**src/rtl/syscall_input_reader_pkg.sv**
```systemverilog
// rtl/syscall_input_reader_pkg.sv - service codes and FSM state encoding for the syscall input reader
package syscall_input_reader_pkg;

  // Syscall service codes carried in R1
  localparam logic [31:0] LED_WRITE  = 32'd34;
  localparam logic [31:0] INPUT_READ = 32'd5;

  typedef enum logic [2:0] {
    IDLE       = 3'd0,
    WAIT_REL   = 3'd1,
    WAIT_PRESS = 3'd2,
    DEBOUNCE   = 3'd3,
    DONE       = 3'd4
  } rd_state_t;

endpackage

```
**src/rtl/syscall_input_reader_if.sv**
```systemverilog
// rtl/syscall_input_reader_if.sv - CPU-side syscall decode and write-back bundle
// Syscall/R1_out come from the CPU decode stage; stall/rdata/wb_en/busy go back to it.
interface syscall_input_reader_if;
  logic        Syscall;
  logic [31:0] R1_out;
  logic        stall;
  logic [31:0] rdata;
  logic        wb_en;
  logic        busy;

  modport master (output Syscall, R1_out, input stall, rdata, wb_en, busy);
  modport slave  (input Syscall, R1_out, output stall, rdata, wb_en, busy);
endinterface

```
**src/rtl/syscall_input_reader_btn_debouncer.sv**
```systemverilog
// rtl/syscall_input_reader_btn_debouncer.sv - button synchronizer and press-length counter
// Ports: clk, clr (async active-low), btn (raw), arm (count enable from FSM),
//        btn_s (synchronized level), press (one-cycle pulse on DB_CYCLES-th high sample).
module syscall_input_reader_btn_debouncer #(
  parameter int DB_CYCLES = 16
) (
  input  logic clk,
  input  logic clr,
  input  logic btn,
  input  logic arm,
  output logic btn_s,
  output logic press
);

  localparam int            CW   = $clog2(DB_CYCLES) + 1;
  localparam logic [CW-1:0] LAST = CW'(DB_CYCLES - 1);

  logic          btn_m;
  logic [CW-1:0] cnt;

  // The first high sample seen while armed counts as 1, so press fires on the
  // DB_CYCLES-th consecutive high sample; the counter clears before it can wrap.
  assign press = arm & btn_s & (cnt == LAST);

  always_ff @(posedge clk or negedge clr) begin
    if (!clr) begin
      btn_m <= 1'b0;
      btn_s <= 1'b0;
      cnt   <= '0;
    end else begin
      btn_m <= btn;
      btn_s <= btn_m;
      if (!arm || !btn_s || press) begin
        cnt <= '0;
      end else begin
        cnt <= cnt + CW'(1);
      end
    end
  end

endmodule

```
**src/rtl/syscall_input_reader.sv**
```systemverilog
// rtl/syscall_input_reader.sv - stalls a read syscall until a debounced button press, then returns the switches
// Ports: clk, clr (async active-low), cpu (slave: Syscall, R1_out in; stall, rdata, wb_en, busy out),
//        sw (raw switches), btn (raw confirm button, active-high).
module syscall_input_reader
  import syscall_input_reader_pkg::*;
#(
  parameter logic [31:0] READ_CODE = INPUT_READ,
  parameter int          SW_WIDTH  = 16,
  parameter int          DB_CYCLES = 16
) (
  input  logic                  clk,
  input  logic                  clr,
  syscall_input_reader_if.slave cpu,
  input  logic [SW_WIDTH-1:0]   sw,
  input  logic                  btn
);

  rd_state_t           state;
  logic [SW_WIDTH-1:0] sw_r;
  logic [31:0]         rdata_q;
  logic                wb_q;
  logic                req;
  logic                arm;
  logic                btn_s;
  logic                press;

  assign req = cpu.Syscall & (cpu.R1_out == READ_CODE);
  assign arm = (state == WAIT_PRESS) | (state == DEBOUNCE);

  syscall_input_reader_btn_debouncer #(
    .DB_CYCLES(DB_CYCLES)
  ) u_db (
    .clk  (clk),
    .clr  (clr),
    .btn  (btn),
    .arm  (arm),
    .btn_s(btn_s),
    .press(press)
  );

  always_ff @(posedge clk or negedge clr) begin
    if (!clr) begin
      sw_r <= '0;
    end else begin
      sw_r <= sw;
    end
  end

  // wb_en is registered and high only while in DONE; rdata holds until the next capture.
  always_ff @(posedge clk or negedge clr) begin
    if (!clr) begin
      state   <= IDLE;
      rdata_q <= '0;
      wb_q    <= 1'b0;
    end else begin
      wb_q <= 1'b0;
      case (state)
        IDLE:       if (req) state <= WAIT_REL;
        // A button still held from an earlier read must be released first.
        WAIT_REL:   if (!btn_s) state <= WAIT_PRESS;
        WAIT_PRESS: if (btn_s) state <= DEBOUNCE;
        DEBOUNCE: begin
          if (!btn_s) begin
            state <= WAIT_PRESS;
          end else if (press) begin
            rdata_q <= 32'(sw_r);
            wb_q    <= 1'b1;
            state   <= DONE;
          end
        end
        DONE:       state <= IDLE;
        default:    state <= IDLE;
      endcase
    end
  end

  // Stall is dropped in DONE so the syscall retires on the write-back cycle;
  // gating with clr keeps it low while reset is held even if a request is present.
  assign cpu.stall = clr & (((state == IDLE) & req) | (state == WAIT_REL) | arm);
  assign cpu.busy  = (state != IDLE);
  assign cpu.rdata = rdata_q;
  assign cpu.wb_en = wb_q;

endmodule
```
**src/flat_wrapper.sv**
```systemverilog
// flat-port wrapper written by rule: the top's interface ports become plain ports
module syscall_input_reader_flat import syscall_input_reader_pkg::*;
#(
  parameter logic [31:0] READ_CODE = INPUT_READ,
  parameter int          SW_WIDTH  = 16,
  parameter int          DB_CYCLES = 16
)
  (clk, clr, sw, btn, cpu_Syscall, cpu_R1_out, cpu_stall, cpu_rdata, cpu_wb_en, cpu_busy);
  syscall_input_reader_if cpu_i ();
  input  logic clk;
  input  logic clr;
  input  logic [SW_WIDTH-1:0] sw;
  input  logic btn;
  input wire logic [$bits(cpu_i.Syscall)-1:0] cpu_Syscall;
  input wire logic [$bits(cpu_i.R1_out)-1:0] cpu_R1_out;
  output wire logic [$bits(cpu_i.stall)-1:0] cpu_stall;
  output wire logic [$bits(cpu_i.rdata)-1:0] cpu_rdata;
  output wire logic [$bits(cpu_i.wb_en)-1:0] cpu_wb_en;
  output wire logic [$bits(cpu_i.busy)-1:0] cpu_busy;
  assign cpu_i.Syscall = cpu_Syscall;
  assign cpu_i.R1_out = cpu_R1_out;
  assign cpu_stall = cpu_i.stall;
  assign cpu_rdata = cpu_i.rdata;
  assign cpu_wb_en = cpu_i.wb_en;
  assign cpu_busy = cpu_i.busy;
  syscall_input_reader #(.READ_CODE(READ_CODE), .SW_WIDTH(SW_WIDTH), .DB_CYCLES(DB_CYCLES)) u_core (.clk(clk), .clr(clr), .cpu(cpu_i), .sw(sw), .btn(btn));
endmodule
```
**config.mk**
```make
export PLATFORM = sky130hd
export DESIGN_NAME = syscall_input_reader_flat
export DESIGN_NICKNAME = d
export VERILOG_FILES = /design/src/rtl/syscall_input_reader_pkg.sv /design/src/rtl/syscall_input_reader_if.sv /design/src/rtl/syscall_input_reader_btn_debouncer.sv /design/src/rtl/syscall_input_reader.sv /design/src/flat_wrapper.sv
export SDC_FILE = /design/constraint.sdc
export NUM_CORES = 1
export LEC_CHECK = 0
export CORE_ASPECT_RATIO = 0.7
export CORE_UTILIZATION = 37
export CTS_BUF_LIST = sky130_fd_sc_hd__clkbuf_4
export CTS_CLUSTER_DIAMETER = 60
export CTS_CLUSTER_SIZE = 25
export DETAILED_ROUTE_END_ITERATION = 10
export PLACE_DENSITY = 0.85
export SLEW_MARGIN = 20
export SYNTH_ARGS = -nofsm -noshare
export SYNTH_HDL_FRONTEND = slang
export SYNTH_SLANG_ARGS = --single-unit
```
**constraint.sdc**
```tcl
create_clock -name clk -period 2 [get_ports clk]
set_input_delay 0.6 -clock clk [delete_from_list [all_inputs] [get_ports clk]]
set_output_delay 0.6 -clock clk [all_outputs]
set_load 0.05 [all_outputs]
```
==> flow_summary.ini, run 1 <==
[status]
status = finished, violations left
violations = setup timing

[critical_path]
start_kind = input port
critical_path_peak_fanout = 2
cp.arrival_ns = 1.66
path_class = input port to output port
crit_required_ns = 1.40
end_kind = output port

[hold_path]
hold_class = input port to async pin

[yosys]
synth_top_area_cell = dfrtp_1
yosysWarnings = 0
syn_area_per_cell_um2 = 14.6
synth_ff_type = dfrtp_1
synth_seq_cells = 43
ys_types = 28
netlist_area_mm2 = 0.00172
synth_edf_count = 0
synth_cells = 118
synth.most_common_cell = dfrtp_1
synthTopCellsByArea = dfrtp_1 (63%), mux2_4 (7.8%), buf_4 (7.0%)
yosysSeqAreaShare_pct = 62.5
ys_async_sr_fraction_pct = 100
yosysTopAreaCellShare_pct = 62.5
ys_top_cells_by_count = dfrtp_1 (43), buf_4 (16), mux2_4 (9), nor2_1 (8), mux2_2 (7)

[cts]
cts_made_buffers = 5
htree_levels = 2
clk_pin_slew_ns = 0.13
insertion_delay_ns = 0.36
cts_hold_buffers = 0
cts_tree = yes
clk_path_buf_depth = 2
clock_tree.root_cell = clkbuf_4
cts_sinks = 43

[drt]
antenna_left = 0
wire_per_inst_um = 13.2
vias_per_cell = 4.51
dr.pass1.iters = 4
dr_wl_met3_um = 268
highest_layer = met4
totalWireLength_mm = 3.35
drt_iter0_drc = 30
drc_errors = 0
route.met2.wl_mm = 1.57
num_vias = 1145
wl_met1_mm = 1.46

[die]
dieArea_mm2 = 0.00493
die_h_um = 59.1
rows = 20
num_io_pins = 87
initial_core_util_pct = 39.1
core_area_mm2 = 0.00440
die_w_um = 83.5

[run]
maxCapViolations = 0

[global_routing]
antenna_found_initial = 0
overflow = 0
track_usage_pct = 14.6
grt_max_degree = 44
grt_pass1_vias = 1153
grt_first_pass_wirelength_mm = 5.39

[sta]
hold_ws_ns = 0.352
period_minus_slack_ns = 2.26
fin_crit_sh_pct = 113
tightest_slew_ns = 0.526
tns_ns = -0.262
rsz0062_at_grt = true
setup_viol = 1
setup_ws_ns = -0.262
max_clock_freq_ghz = 0.442
relSlewSlack_pct = 64.9
final_hold_viol_count = 0
clock_skew_ns = 0.00612
slew_violations = 0

[placed_design]
port_buffers = 70
gp_congestion = 0.755
hpwl_mm = 2.43
place_inst = 243

[layout]
stdcell_count = 254
final_nets = 252
drive_above_1_share_pct = 44.2
n_antenna_cell = 0
syn2layout_area_growth_pct = 46.8

[power]
total_power_mw = 1.63
cellPowerDensity_mw_per_mm2 = 644
p_leak_nw = 1.27
vdd_drop_max_mv = 0.414
-- where the power goes --
part | leakage, nW | total (mW) | internal [mW] | switching (mW)
combinational | 0.668 | 0.181 | 0.0716 | 0.110
sequential | 0.556 | 0.893 | 0.887 | 0.00552
clock | 0.0452 | 0.554 | 0.263 | 0.291
total | 1.27 | 1.63 | 1.22 | 0.406
-- worst max-delay path, stage by stage --
cell	delay, ns
buf_6	0.10
nor4_4	0.26
nand3_1	0.16
nor3_4	0.21
o311a_4	0.19
buf_12	0.13
-- per-stage QoR --
stage / cell area, um2 / setup WS (ns) / utilization, %
finish: 2530 / -0.262 / 57.4
global route: 2530 / -0.354 / 57.4
CTS: 2510 / -0.256 / 57.0
detailed placement: 2430 / -0.688 / 55.2
global placement: 2430 / -0.617 / 55.2
floorplan: 1810 / -0.0673 / -
-- area by class of cell --
cell class                 count  area (um2)
sequential                    43        1080
clock inverter                 3        43.8
clock buffer                   5        37.5
tap                           55        68.8
fill                         382        1880
multi-input combinational     69         656
inverter                       4        15.0
timing repair buffer          75         628
-- layout by cell type (no fill, tap or decap), drive strengths merged --
master          n
conb           16
nor2            9
bufinv          1
clkdlybuf4s15   8
xnor2           1
o2111a          1
dfrtp          43
a21o            1
nor4b           3
xor2            1
dlygate4sd2     4
o311a           1
a22oi           1
nand3           4
or2             1
nor4            4
clkbuf          5
buf            46
and3            1
nand2           2
inv             4
clkinv          2
clkdlybuf4s50  17
nand4           1
mux2           16
ha              2
nor3            2
a211oi          1
or3             1
-- path summary, 6_finish.rpt --
path                            slack, ns                    startpoint  cells after the start                               end
worst max-delay path                -0.26                cpu_R1_out[31]                      6                         cpu_stall
worst min-delay path                 0.35                           clr                      2          u_core.sw_r[1]$_DFF_PN0_
worst max register to register       0.14  u_core.u_db.cnt[0]$_DFF_PN0_                      7  u_core.cpu.rdata[11]$_DFFE_PN0P_
worst min register to register       0.37   u_core.u_db.btn_m$_DFF_PN0_                      0       u_core.u_db.btn_s$_DFF_PN0_
max in group asynchronous            1.26                           clr                      2       u_core.state[0]$_DFFE_PN0P_
min in group clk                     0.37   u_core.u_db.btn_m$_DFF_PN0_                      0       u_core.u_db.btn_s$_DFF_PN0_
-- state kept, by name, indices dropped and copies added (netlist names) --
register           count
u_core.u_db.btn_s      1
u_core.sw_r           16
u_core.u_db.cnt        5
u_core.state           3
u_core.cpu.wb_en       1
u_core.u_db.btn_m      1
u_core.cpu.rdata      16
-- metal layers --
| layer | track usage [%] | vias to the layer above |
|---|---|---|
| met5 | 0 | - |
| met4 | 7.26 | 0 |
| met3 | 5.43 | 8 |
| met2 | 23.1 | 54 |
| met1 | 17.9 | 547 |
| li1 | - | 536 |
-- logic make-up after synthesis --
logic type / synth area share (%)
DFF: 62.5
buffers and inverters: 9.01
AOI/OAI and AO/OA: 2.62
adders and majority gates: 1.45
xor gates and xnor gates: 1.02
and+or+nand+nor: 10.8
muxes: 12.4
other: 0.218
-- repair_timing --
| action | in CTS | in global routing |
|---|---|---|
| endpoints found under the hold margin | 0 | 0 |
| setup buffers | 3 | 0 |
| resized for setup | 113 | 3 |
| setup endpoints to repair | 2 | 1 |
| pin swaps | 14 | 1 |
(Power assumes the default switching activity.)
==> run 2, diff against run 1 <==
- CORE_UTILIZATION: 37 -> 41
- PLACE_DENSITY: 0.85 -> 0.89
- REMOVE_ABC_BUFFERS: unset -> 1
- clock period: 2 -> 2.5 ns (I/O delays scaled with it)
==> run 2 against run 1 <==
Net effect:
- the flow still finishes with violations (setup timing)
- setup slack better by 0.15 ns
- core utilization up 9.2 points
- via count increased by 7.3%
- hold slack got worse by 0.0014 ns
- largest cell class unchanged
- largest power group unchanged
==> flow_summary.ini, run 2 (synthesis gave the netlist of run 1 again) <==
[sta]
tightest_slew_ns = 0.530
relSlewSlack_pct = 64.7
clock_skew_ns = 0.0128
slew_violations = 0
max_clock_freq_ghz = 0.383
setup_ws_ns = -0.111
fin_crit_sh_pct = 104
final_hold_viol_count = 0
period_minus_slack_ns = 2.61
setup_viol = 1
rsz0062_at_grt = true

[critical_path]
crit_required_ns = 1.75
end_kind = output port
path_class = input port to output port
max_stage_delay_ns = 0.27
path_cells = dlygate4sd2_1 -> nor4_2 -> nand3_1 -> nor3_2 -> o311a_4 -> buf_12
crit_family = simple AND/OR/NAND/NOR gates
critical_path_peak_fanout = 2
start_kind = input port
cp.arrival_ns = 1.86
cp_slowest_cell = nor3_2
path_buf_inv = 2

[die]
die_h_um = 56.2
rows = 19
core_area_mm2 = 0.00397
initial_core_util_pct = 43.4
num_io_pins = 87
die_w_um = 79.5
dieArea_mm2 = 0.00447

[layout]
drive_above_1_share_pct = 36.9
post-route-util_pct = 66.6
n_antenna_cell = 0
syn2layout_area_growth_pct = 53.5
final_nets = 259
final_area_mm2 = 0.00264
final_common_cell = dfrtp_1
stdcell_count = 258
layout_common_cells = dfrtp_1 (43), clkdlybuf4s50_1 (34), conb_1 (16)
fillerInstances = 279

[cts]
clock_tree.root_cell = clkbuf_4
cts_made_buffers = 5
htree_levels = 2
cts_sinks = 43
cts_tree = yes
insertion_delay_ns = 0.35
clk_pin_slew_ns = 0.13
cts_hold_buffers = 0
clk_path_buf_depth = 2

[status]
violations = setup timing
status = finished, violations left

[global_routing]
use_met2_pct = 33.6
overflow = 0
grt_pass1_vias = 1256
track_usage_pct = 19.9
busiest_layer = met2
grt_first_pass_wirelength_mm = 6.40
grt_max_degree = 44
grt_use_met3_pct = 4.10
gr-usage-met1_pct = 24.5
antenna_found_initial = 0

[placed_design]
placed_area_mm2 = 0.00242
place_inst = 240
gp_congestion = 0.771
hpwl_mm = 2.59
port_buffers = 70
post-place-ws_ns = -0.541

[run]
maxCapViolations = 0

[drt]
totalWireLength_mm = 3.99
vias_per_cell = 4.76
dr.pass1.iters = 4
num_vias = 1229
drt_iter0_drc = 37
wire_per_inst_um = 15.5
antenna_left = 0
drc_errors = 0

[power]
total_power_mw = 1.41
vdd_drop_max_mv = 0.359
cellPowerDensity_mw_per_mm2 = 532
p_leak_nw = 1.28

[hold_path]
hold_class = flop to flop
==> run 2: cell count changes in the layout (fill, tap and decap cells not counted), sizes merged, moves of 2 or more <==
cell and change:
clkbuf +8, clkdlybuf4s15 -2, clkinv -2, buf -16, clkdlybuf4s50 +17
==> run 2: final timing paths <==
kind                                         startpoint                               to  slack (ns)  depth (start not counted)
max                                      cpu_R1_out[18]                        cpu_stall       -0.11                          6
min                         u_core.u_db.btn_m$_DFF_PN0_      u_core.u_db.btn_s$_DFF_PN0_        0.35                          0
max reg2reg                u_core.u_db.cnt[0]$_DFF_PN0_  u_core.cpu.rdata[2]$_DFFE_PN0P_        0.59                          6
min reg2reg                 u_core.u_db.btn_m$_DFF_PN0_      u_core.u_db.btn_s$_DFF_PN0_        0.35                          0
max in group asynchronous                           clr      u_core.u_db.btn_m$_DFF_PN0_        1.64                          2
min in group asynchronous                           clr      u_core.u_db.btn_s$_DFF_PN0_        0.48                          2
==> run 2: report_power, final <==
| group | total (mW) | switching, mW | internal, mW |
|---|---|---|---|
| registers | 0.715 | 0.00487 | 0.710 |
| clock network | 0.541 | 0.218 | 0.323 |
| logic | 0.149 | 0.0896 | 0.0595 |
| total | 1.41 | 0.313 | 1.09 |
==> run 2: area by class of cell <==
class	instances	area (um2)	share of cell area, %
repair buffers	82	727	27.5
flip-flops and latches	43	1080	40.7
inverters	4	15.0	0.568
clock buffers	6	45.0	1.70
well taps	52	65.1	2.46
multi-input cells	69	654	24.8
clock inverters	2	60.1	2.27
==> run 2: per-layer routing <==
| metal | part of all wire (%) | wire length, um |
|---|---|---|
| met5 | 0 | 0 |
| met4 | 1.8 | 72 |
| met1 | 40 | 1610 |
| met3 | 5.3 | 211 |
| met2 | 53 | 2100 |
==> run 2: through the flow <==
| stage | hold slack, ns | setup TNS, ns |
|---|---|---|
| final | 0.350 | -0.111 |
| after global routing | 0.368 | -0.144 |
| after CTS | 0.365 | -0.101 |
| after detailed placement | 0.345 | -0.541 |
| after global placement | 0.334 | -0.490 |
| after floorplan | 0.331 | 0 |
==> run 2: repair_timing <==
| action | in CTS | in global routing |
|---|---|---|
| gates resized for setup | 98 | 21 |
| cloned | 0 | 0 |
| buffers inserted | 12 | 1 |
| pin swaps | 13 | 11 |
| setup endpoints to repair | 1 | 2 |
==> run 3, diff against run 2 <==
- ABC_AREA: unset -> 1
- CORE_UTILIZATION: 41 -> 38
- PLACE_DENSITY: 0.89 -> 0.86
- clock period: 2.5 -> 2.4 ns (I/O delays scaled with it)
==> run 3 against run 2 <==
Net effect:
- the flow finishes with violations (DRC)
- setup slack gained 0.19 ns
- combinational power rose to 2.8 times the previous value
- global-route usage fell by 4.5 points
- critical endpoint unchanged
- sequential share of layout area increased by 2.7 points
==> flow_summary.ini, run 3 <==
[yosys]
synth_edf_count = 0
synthTopCellsByArea = dfrtp_1 (59%), nand2_1 (14%), buf_4 (6.6%)
ys_top_cells_by_count = nand2_1 (68), dfrtp_1 (43), nor2_1 (24), inv_1 (19), buf_4 (16)
synth_ff_type = dfrtp_1
synth.most_common_cell = nand2_1
netlist_area_mm2 = 0.00181
syn_area_per_cell_um2 = 9.24
ys_async_sr_fraction_pct = 100
yosysTopAreaCellShare_pct = 59.4
yosysSeqAreaShare_pct = 59.4
ys_types = 23
synth_cells = 196
synth_seq_cells = 43
synth_top_area_cell = dfrtp_1
yosysWarnings = 0

[sta]
hold_ws_ns = 0.363
clock_skew_ns = 0.00984
final_hold_viol_count = 0
max_clock_freq_ghz = 0.430
slew_violations = 0
tns_ns = 0
fin_crit_sh_pct = 96.9
setup_viol = 0
relSlewSlack_pct = 65.0
rsz0062_at_grt = true
period_minus_slack_ns = 2.33
tightest_slew_ns = 0.525

[cts]
clk_pin_slew_ns = 0.13
cts_tree = yes
clk_path_buf_depth = 2
cts_hold_buffers = 0
htree_levels = 2
insertion_delay_ns = 0.33
cts_sinks = 43
clock_tree.root_cell = clkbuf_4
cts_made_buffers = 5

[power]
cellPowerDensity_mw_per_mm2 = 665
switching_share_pct = 31.6
power.switching_uw = 521
p_comb_share_pct = 25.3
p_clk_share_pct = 26.8
p_int_mw = 1.13
p_leak_nw = 1.31
vdd_drop_max_mv = 0.515
seqPwrFrac_pct = 48.0

[layout]
regArea_mm2 = 0.00108
final_nets = 326
drive_above_1_share_pct = 23.1
final_common_cell = nand2_1
multi_input_area_um2 = 594
fillerInstances = 414
n_antenna_cell = 0
syn2layout_area_growth_pct = 36.9
layout_common_cells = nand2_1 (68), dfrtp_1 (43), clkdlybuf4s50_1 (34)
final_area_mm2 = 0.00248

[drt]
totalWireLength_mm = 3.49
dr.pass1.iters = 9
wire_per_inst_um = 10.6
num_vias = 1387
vias_per_cell = 4.23
drt_iter0_drc = 43
antenna_left = 0
drc_errors = 6

[critical_path]
critical_path_peak_fanout = 2
end_kind = output port
cp.arrival_ns = 1.61
cp-startpoint = cpu_R1_out[12]
endpoint = cpu_stall
cp_slowest_cell = a31oi_4
reg2regPathDepth = 8
reg2reg_to = u_core.u_db.cnt[3]$_DFF_PN0_
crit_required_ns = 1.68
path_buf_inv = 2
max_stage_delay_ns = 0.18
start_kind = input port
path_class = input port to output port
rrSetupSlack_ns = 0.61
crit_family = simple AND/OR/NAND/NOR gates
path_depth = 8
r2r-start = u_core.u_db.cnt[0]$_DFF_PN0_
path_cells = buf_6 -> nor2_1 -> and2_1 -> nand2_1 -> nor2_2 -> nand3_2 -> a31oi_4 -> buf_12

[die]
initial_core_util_pct = 40.6
rows = 20
num_io_pins = 87
dieArea_mm2 = 0.00505
die_h_um = 59.8
core_area_mm2 = 0.00445
die_w_um = 84.5

[global_routing]
track_usage_pct = 15.4
grt_max_degree = 44
antenna_found_initial = 0
grt_pass1_vias = 1275
overflow = 0
grt_first_pass_wirelength_mm = 5.92

[placed_design]
port_buffers = 70
hpwl_mm = 2.71
gp_congestion = 0.797
placed_area_mm2 = 0.00250

[hold_path]
hold_class = flop to flop
hold_path_depth = 0

[run]
maxCapViolations = 0

[status]
status = finished, violations left
violations = DRC
[run 3: cell type report]
type / count / area share, %
clock buffers: 5 / 1.51
inverters: 22 / 3.53
clock inverters: 3 / 1.72
flip-flops and latches: 43 / 43.4
repair buffers: 72 / 23.1
multi-input cells: 128 / 24.0
well taps: 55 / 2.78
[run 3: metal layers]
metal  share of wire [%]  vias to the layer above  track usage, %
li1                    -                      708               -
met1                  48                      625            21.6
met2                  46                       50            24.0
met3                 5.0                        4            4.42
met4                 1.3                        0            3.63
met5                   0                        -               0
[run 3: worst register-to-register path, stage by stage, from the launching register on]
cell and delay (ns):
dfrtp_1 0.42, ha_1 0.21, nand2_1 0.08, nor2_1 0.05, ha_1 0.18, inv_1 0.19
nand4_1 0.25, o21bai_1 0.23, a21oi_1 0.11
[run 3: how the worst min path moves through the flow]
| stage | slack, ns | to | startpoint |
|---|---|---|---|
| 3_3_place_gp | 0.33 | u_core.u_db.btn_s$_DFF_PN0_ | u_core.u_db.btn_m$_DFF_PN0_ |
| 2_1_floorplan | 0.33 | u_core.u_db.btn_s$_DFF_PN0_ | u_core.u_db.btn_m$_DFF_PN0_ |
| 5_1_grt | 0.39 | u_core.u_db.btn_s$_DFF_PN0_ | u_core.u_db.btn_m$_DFF_PN0_ |
| 6_report | 0.36 | u_core.u_db.btn_s$_DFF_PN0_ | u_core.u_db.btn_m$_DFF_PN0_ |
| 4_1_cts | 0.37 | u_core.u_db.btn_s$_DFF_PN0_ | u_core.u_db.btn_m$_DFF_PN0_ |
| 3_5_place_dp | 0.33 | u_core.u_db.btn_s$_DFF_PN0_ | u_core.u_db.btn_m$_DFF_PN0_ |
[run 3: power groups by stage]
stage               clock network (mW)  logic (mW)  registers (mW)
floorplan                            0       0.254           0.800
global placement                     0       0.414           0.804
detailed placement                   0       0.428           0.804
CTS                              0.458       0.408           0.791
global route                     0.489       0.458           0.797
finish                           0.442       0.417           0.791
[run 3: cells by family (layout without fill, tap and decap cells)]
kind of cell,Yosys count,after routing,share of synthesized area [%]
AND/OR/NAND/NOR,104,104,23.8
flip-flops,43,43,59.4
buffers and inverters,40,102,12.9
AO/OA/AOI/OAI,5,5,1.66
adder cells (fa/ha/maj),2,2,1.38
other,1,16,0.207
multiplexers,1,1,0.553
[run 3: through the flow]
stage          std cells  total power, mW  utilization, %  worst slack (ns)
2_1_floorplan        193             1.05               -            -0.218
3_3_place_gp         319             1.22            56.2            -0.324
3_5_place_dp         319             1.23            56.2            -0.373
4_1_cts              328             1.66            56.9           -0.0695
5_1_grt              328             1.74            55.6          -0.00773
6_report             328             1.65            55.6            0.0742
[run 3: timing repair]
item                                    CTS  global route
endpoints found under the hold margin     0             0
setup buffers                             1             0
pin swaps                                31            28
resized for setup                        72            45
endpoints found under the setup margin    2             1
gates cloned                              0             0
